File: src/rtl/subta_log.sv
// Encoder difference signal: D = SL - SE, sign/log2 of |D|, then log normalised by the scale factor Y.
// Latency: out_valid rises 15-EXP edges after the accept edge (1..15); one leading-one shift per clock.
// Backpressure: result held in DONE until out_ready; in_ready only in IDLE, so a new operand waits for the drain.
module subta_log (
  input  logic        clk,
  input  logic        reset,
  input  logic        in_valid,
  output logic        in_ready,
  input  logic [13:0] SL,
  input  logic [14:0] SE,
  input  logic [12:0] Y,
  output logic        out_valid,
  input  logic        out_ready,
  output logic [15:0] D,
  output logic        DS,
  output logic [11:0] DLN
);

  typedef enum logic [1:0] {
    IDLE = 2'd0,
    NORM = 2'd1,
    DONE = 2'd2
  } state_t;

  state_t      state_q, state_d;
  logic [14:0] tmp_q, tmp_d;    // magnitude being shifted toward bit 14
  logic [3:0]  exp_q, exp_d;    // exponent, counts down from 14
  logic [12:0] y_q, y_d;        // scale factor captured at accept
  logic [15:0] d_q, d_d;
  logic        ds_q, ds_d;
  logic [11:0] dln_q, dln_d;

  // Accept-edge datapath: sign-extend both operands, subtract modulo 2^16,
  // and take the 15-bit magnitude. (-D) mod 2^15 is ~D[14:0] + 1.
  logic [15:0] sli, sei, diff;
  logic [14:0] dqm;
  assign sli  = {{2{SL[13]}}, SL};
  assign sei  = {SE[14], SE};
  assign diff = sli - sei;
  assign dqm  = diff[15] ? (~diff[14:0] + 15'd1) : diff[14:0];

  // Log word and normalisation; 12-bit arithmetic gives the modulo-4096 wrap.
  logic [10:0] dl;
  logic [11:0] dln_calc;
  assign dl       = {exp_q, tmp_q[13:7]};
  assign dln_calc = {1'b0, dl} - 12'(y_q >> 2);

  // Handshakes are decoded from state alone.
  assign in_ready  = (state_q == IDLE);
  assign out_valid = (state_q == DONE);
  assign D         = d_q;
  assign DS        = ds_q;
  assign DLN       = dln_q;

  // Next-state and datapath update: capture on accept, shift in NORM, hold in DONE.
  always_comb begin
    state_d = state_q;
    tmp_d   = tmp_q;
    exp_d   = exp_q;
    y_d     = y_q;
    d_d     = d_q;
    ds_d    = ds_q;
    dln_d   = dln_q;
    case (state_q)
      IDLE: begin
        if (in_valid) begin
          d_d     = diff;
          ds_d    = diff[15];
          tmp_d   = dqm;
          exp_d   = 4'd14;
          y_d     = Y;
          state_d = NORM;
        end
      end
      NORM: begin
        // Stop once the leading one reaches bit 14, or the exponent bottoms
        // out (covers magnitudes 0 and 1).
        if (tmp_q[14] || (exp_q == 4'd0)) begin
          dln_d   = dln_calc;
          state_d = DONE;
        end else begin
          tmp_d = {tmp_q[13:0], 1'b0};
          exp_d = exp_q - 4'd1;
        end
      end
      DONE: begin
        if (out_ready) begin
          state_d = IDLE;
        end
      end
      default: begin
        state_d = IDLE;
      end
    endcase
  end

  // State register with synchronous reset; reset aborts any operation in flight.
  always_ff @(posedge clk) begin
    if (reset) begin
      state_q <= IDLE;
      tmp_q   <= '0;
      exp_q   <= '0;
      y_q     <= '0;
      d_q     <= '0;
      ds_q    <= 1'b0;
      dln_q   <= '0;
    end else begin
      state_q <= state_d;
      tmp_q   <= tmp_d;
      exp_q   <= exp_d;
      y_q     <= y_d;
      d_q     <= d_d;
      ds_q    <= ds_d;
      dln_q   <= dln_d;
    end
  end

endmodule

File: config.mk
export PLATFORM = sky130hd
export DESIGN_NAME = subta_log
export DESIGN_NICKNAME = d
export VERILOG_FILES = /design/src/rtl/subta_log.sv
export SDC_FILE = /design/constraint.sdc
export NUM_CORES = 1
export LEC_CHECK = 0
export ABC_AREA = 1
export CAP_MARGIN = 40
export CORE_UTILIZATION = 53
export DETAILED_ROUTE_END_ITERATION = 16
export GPL_TIMING_DRIVEN = 0
export PLACE_DENSITY = 0.9
export SLEW_MARGIN = 20
export SYNTH_ARGS = -nofsm -noshare
export SYNTH_HDL_FRONTEND = slang
export SYNTH_SLANG_ARGS = --single-unit
File: constraint.sdc
create_clock -name clk -period 3 [get_ports clk]
set_input_delay 0.6 -clock clk [delete_from_list [all_inputs] [get_ports clk]]
set_output_delay 0.6 -clock clk [all_outputs]
set_load 0.05 [all_outputs]
==> impl_metrics.csv, run 1 <==
group,metric,value,unit
yosys,synth.net_count,677,
power,ir_drop,0.234,mV
yosys,synthTopCellsByCount,"nand2_1 (126), inv_1 (91), dfxtp_1 (60), o21ai_0 (56), a21oi_1 (54)",
power,cellLeakagePower,2.42,nW
timing,drv_slew,0,
yosys,synth-seq-area-share,0.298,
yosys,synth_flop_cell,"dfxtp_1",
run,max_cap_viol_count,0,
routing,wl,10.6,mm
global_route,grt_pass1_vias,3978,
floorplan,ios,77,
floorplan,core-area,7290,um^2
critical_path,rr_worst_depth,11,
floorplan,die_x,89.2,um
critical_path,crit_required,3270,ps
outcome,status,"completed",
timing,setup_viol,0,
yosys,synthArstFlopShare,0,
yosys,synth_area_per_cell,6.71,um^2
yosys,synth_cell_types,42,
placement,gp_congestion,0.921,
yosys,syn_inst,601,
layout,fillCellCount,636,
timing,slew_headroom,0.534,
critical_path,cp_max_fo,4,
global_route,gr-total-overflow,0,
floorplan,die_height,89.2,um
yosys,ys_top_cells_by_area,"dfxtp_1 (30%), nand2_1 (12%), ha_1 (8.7%), inv_1 (8.5%), o21ai_0 (7.0%)",
critical_path,cp-start-kind,"primary input",
worst_hold_path,whs_path_depth,2,
yosys,synth_top_family_by_area,"simple AND/OR/NAND/NOR gates",
critical_path,arrival,3170,ps
critical_path,r2r_end,"tmp_q[7]",
yosys,synth_top_cell_by_area,"dfxtp_1",
yosys,synth-simple-area-share,0.278,
worst_hold_path,worstHoldStart,"y_q[12]",
critical_path,end_kind,"flip-flop",
placement,place_inst,773,
clock_network,htreeDepth,3,
placement,numPortBuffers,73,
power,powerDensity,610,nW/um^2
worst_hold_path,hold_end,"y_q[12]",
yosys,synth_edf_count,0,
placement,dp_hpwl,8.22,mm
floorplan,dieArea,7960,um^2
timing,hold_viol,0,
routing,remaining_drc_errors,0,
timing,period_needed,2890,ps
yosys,synth-xor-area-share,0.0369,
global_route,track_usage,0.280,
timing,skew,9.64,ps
layout,fin_util,0.701,
routing,drtIter0Drc,338,
routing,vias,4267,
timing,fin_crit_sh,0.965,
clock_network,cts_hold_buffers,0,
timing,fmax,0.346,GHz
yosys,synth_compound_area_frac,0.178,
critical_path,rrSetupSlack,760,ps
timing,worst_slew_pin_slew,697,ps
yosys,muxShareOfSynthArea,0,
worst_hold_path,hp-class,"flip-flop to flip-flop",
clock_network,ctsLongestPathBuffers,2,
global_route,grt_max_degree,11,
layout,stdcell_count,792,
layout,area_delta_synth_final,26.8,%
critical_path,reg2reg_from,"exp_q[0]",
routing,vias_per_cell,5.39,
routing,dr.pass1.iters,5,
yosys,syn_area,4030,um^2
global_route,grt_pass1_wl,17.1,mm
layout,layout-drive-gt1-share,0.0981,
routing,routedWlPerCell,13.4,um
layout,diodes,0,
clock_network,cts-root-buf,"clkbuf_8",
clock_network,cts_tree,"done",
yosys,yosysMostFrequentCell,"nand2_1",
yosys,yosysWarnings,0,
clock_network,cts_sinks,60,
power,p_total,3.12,mW
floorplan,std_cell_rows,31,
floorplan,start_util,0.553,
yosys,netlist.area_leader.share,0.298,
clock_network,cts_buffers,9,
layout,nets,765,
critical_path,critical_path_class,"primary input to flip-flop",
clock_network,clkTransAtPathRegs,70,ps
yosys,ys_ff_latch,60,
routing,postRouteAntennaNets,0,
clock_network,insertion_delay,340,ps
global_route,antenna_found_initial,0,
yosys,yosys.area_share.adder,0.0969,
-- critical path, stage by stage --
cell             delay (ps)
clkdlybuf4s50_1         480
ha_1                    170
inv_2                    60
fa_2                    380
nand2_1                 100
nand2_1                 100
nand2_1                 110
xor2_2                  200
buf_4                   150
nand3_2                 120
nor2_4                  150
nand3_1                 100
nand2_2                  90
nand3_1                  70
nand3_1                 100
nand2_1                  80
a21oi_2                 110
-- area by class of cell --
type	instances	area [um^2]	share of cell area
Inverter	99	374	0.0732
Tap cell	99	124	0.0242
Clock inverter	4	25.0	0.00490
Buffer	15	78.8	0.0154
Timing Repair Buffer	77	761	0.149
Sequential cell	60	1200	0.235
Multi-Input combinational cell	427	2390	0.469
Clock buffer	11	151	0.0296
-- report_power, final --
group / switching (mW) / internal [mW]
Combinational: 0.924 / 0.528
Clock: 0.325 / 0.337
Sequential: 0.0810 / 0.923
Total: 1.33 / 1.79
-- flip-flops by register name, summed over array words and instances, names as in the netlist --
name	count
tmp_q	15
DLN	12
exp_q	4
state_q	2
y_q	11
D	16
-- logic make-up (layout without fill, tap and decap cells) --
logic type               count (synthesis)  after routing
AO/OA/AOI/OAI                          133            133
XOR/XNOR                                14             14
buffers and inverters                  114            206
flip-flops                              60             60
AND/OR/NAND/NOR                        250            250
adder cells (fa/ha/maj)                 30             30
-- metal layers --
layer  track usage  vias to the layer above  routed length, um
met3        0.0554                       32                613
met1         0.323                     1967               4520
met4         0.123                        0                275
met2         0.502                      149               5220
li1              -                     2119                  -
met5             0                        -                  0
-- what timing repair did --
action / 4_1_cts / 5_1_grt
resized for setup: 0 / 7
buffers inserted: 0 / 4
endpoints found under the setup margin: 0 / 8
-- stage by stage --
step | setup slack [ps] | TNS [ps] | cell area, um^2 | hold slack [ps]
2_1_floorplan | 528 | 0 | 4030 | 427
3_3_place_gp | -255 | -1440 | 4880 | 443
3_5_place_dp | -331 | -1950 | 4880 | 455
4_1_cts | 8.70 | 0 | 5060 | 466
5_1_grt | -6.33 | -6.33 | 5110 | 486
6_report | 106 | 0 | 5110 | 463
-- worst max path at each step --
stage,end,startpoint,slack (ps),depth (start not counted)
floorplan,tmp_q[13],SL[0],530,15
global placement,tmp_q[14],SE[0],-250,17
detailed placement,tmp_q[14],SE[0],-330,17
CTS,tmp_q[14],SE[0],9,17
global route,tmp_q[13],SE[0],-6,17
finish,tmp_q[13],SE[0],110,17
-- cells in the final DEF (no fill, tap or decap), types with 6 or more instances in the layout --
master           count
clkbuf_8            11
nand3_1             36
nand2_1            125
o21ai_0             55
xor2_1               9
dfxtp_1             60
nor2_1              47
a21oi_1             54
inv_1               90
clkdlybuf4s50_1     73
clkbuf_1            11
inv_2                7
ha_1                28
o211ai_1             6
nand2_2             14
Power figures use the tool's default switching activity.
==> run 2: changes to the inputs <==
CORE_ASPECT_RATIO = 0.9   (was default)
==> impl_metrics.csv, run 2 (same netlist as run 1, synthesis figures left out) <==
group,metric,value,unit
outcome,status,"completed",
floorplan,die_x,93.9,um
worst_hold_path,worstHoldStart,"y_q[5]",
power,p_sw_frac,0.416,
timing,setup_viol,0,
floorplan,dieArea,7960,um^2
layout,finalInstanceArea,5100,um^2
clock_network,insertion_delay,340,ps
placement,place_inst,767,
critical_path,cp_num_buf_inv,4,
layout,most-common-layout-cells,"nand2_1 (126), inv_1 (90), clkdlybuf4s50_1 (73)",
critical_path,r2r_end,"DLN[9]",
power,p_seq_frac,0.317,
run,max_cap_viol_count,0,
placement,numPortBuffers,73,
power,p_int,1.85,mW
layout,final_common_cell,"nand2_1",
timing,setup_tns,0,ps
critical_path,worst_path_max_delay_cell,"clkdlybuf4s50_1",
global_route,use_met3,0.0480,
timing,skew,8.05,ps
clock_network,clkTransAtPathRegs,60,ps
clock_network,cts_hold_buffers,0,
timing,drv_slew,0,
critical_path,critical_path_class,"primary input to flip-flop",
routing,dr.pass1.iters,7,
power,p_total,3.16,mW
routing,routedWlPerCell,13.5,um
floorplan,start_util,0.561,
routing,remaining_drc_errors,0,
global_route,antenna_found_initial,0,
floorplan,std_cell_rows,29,
critical_path,path_cells,"clkdlybuf4s50_1 -> inv_1 -> ha_1 -> inv_2 -> fa_2 -> inv_1 -> ha_1 -> nand3_2 -> nor2_2 -> nand2_1 -> nand2_4 -> nand3_1 -> nand2_1 -> nand3_1 -> nand2_1 -> nand2_1",
critical_path,rr_worst_depth,11,
global_route,grtUsageMet1,0.371,
power,powerDensity,620,nW/um^2
clock_network,htreeDepth,3,
critical_path,end_kind,"flip-flop",
global_route,grt.busiest_layer,"met2",
floorplan,core-area,7180,um^2
timing,worst_slew_pin_slew,675,ps
power,cellLeakagePower,2.41,nW
placement,gp_congestion,0.877,
global_route,grt_util_met2,0.457,
critical_path,crit_required,3230,ps
timing,fin_crit_sh,0.938,
power,ir_drop,0.337,mV
timing,setup_ws,187,ps
clock_network,cts_buffers,9,
clock_network,ctsLongestPathBuffers,2,
critical_path,arrival,3050,ps
timing,worst_hold_slack,465,ps
clock_network,cts_tree,"done",
layout,diodes,0,
critical_path,reg2reg_from,"y_q[4]",
worst_hold_path,whs_path_depth,2,
layout,stdcell_count,784,
global_route,gr-total-overflow,0,
critical_path,cp_slowest_stage_delay,450,ps
layout,layout-drive-gt1-share,0.0897,
critical_path,cp-start-kind,"primary input",
layout,largest_reg_flops,16,
critical_path,cp_max_fo,6,
critical_path,rrSetupSlack,770,ps
critical_path,cp_top_family,"simple AND/OR/NAND/NOR gates",
layout,nets,763,
worst_hold_path,hold_end,"y_q[5]",
routing,drtIter0Drc,298,
routing,postRouteAntennaNets,0,
worst_hold_path,hp-class,"flip-flop to flip-flop",
clock_network,cts_sinks,60,
power,p_sw,1.31,mW
timing,fmax,0.355,GHz
floorplan,ios,77,
critical_path,crit_start,"SL[0]",
power,p_clk_frac,0.224,
placement,pre_cts_ws,-256,ps
global_route,grt_max_degree,11,
timing,period_needed,2810,ps
global_route,grt_pass1_vias,3886,
placement,placed_cell_area,4880,um^2
global_route,track_usage,0.278,
global_route,grt_pass1_wl,17.5,mm
timing,slew_headroom,0.549,
power,p_comb_frac,0.459,
routing,vias_per_cell,5.36,
routing,wl,10.6,mm
layout,fin_util,0.709,
timing,hold_viol,0,
layout,area_delta_synth_final,26.5,%
placement,dp_hpwl,8.14,mm
floorplan,die_height,84.7,um
routing,vias,4204,
clock_network,cts-root-buf,"clkbuf_8",
critical_path,cpMostUsedCell,"nand2_1",
run 2: area by class of cell:
class	instances	area [um^2]
Buffer	15	78.8
Fill cell	595	2090
Clock inverter	2	35.0
Inverter	99	374
Timing Repair Buffer	75	746
Tap cell	93	116
Sequential cell	60	1200
Multi-Input combinational cell	427	2400
Clock buffer	13	149
run 2: worst register-to-register path: stages, from the launching register on:
cell      delay, ps
dfxtp_1         310
inv_1            50
ha_1            350
nand2_1          60
o21ai_0         370
nand2_1         120
o211ai_1        180
a21oi_1         190
or2_2           320
nand3_1          70
o211ai_1        100
inv_1            70
run 2: power by group through the flow:
stage	Clock [mW]	Sequential (mW)	Combinational (mW)
2_1_floorplan	0	1.18	0.845
3_3_place_gp	0	1.01	1.35
3_5_place_dp	0	1.02	1.40
4_1_cts	0.712	1.00	1.42
5_1_grt	0.743	1.01	1.59
6_report	0.707	1.00	1.45
run 2: worst max-delay path by stage:
stage,to,slack (ps),cells past startpoint
after global placement,tmp_q[14],-190,17
after CTS,tmp_q[14],70,17
after detailed placement,tmp_q[14],-260,17
final,tmp_q[14],190,16
after global routing,tmp_q[13],-3,18
after floorplan,tmp_q[13],530,15
run 2: what timing repair did:
action                                  CTS  global route
endpoints found under the setup margin    0             7
buffers inserted                          0             2
resized for setup                         0             6
run 2: routing by layer:
metal | vias up | part of all wire
met2 | 147 | 0.47
met1 | 1920 | 0.45
li1 | 2119 | -
met3 | 18 | 0.067
met5 | - | 0
met4 | 0 | 0.014
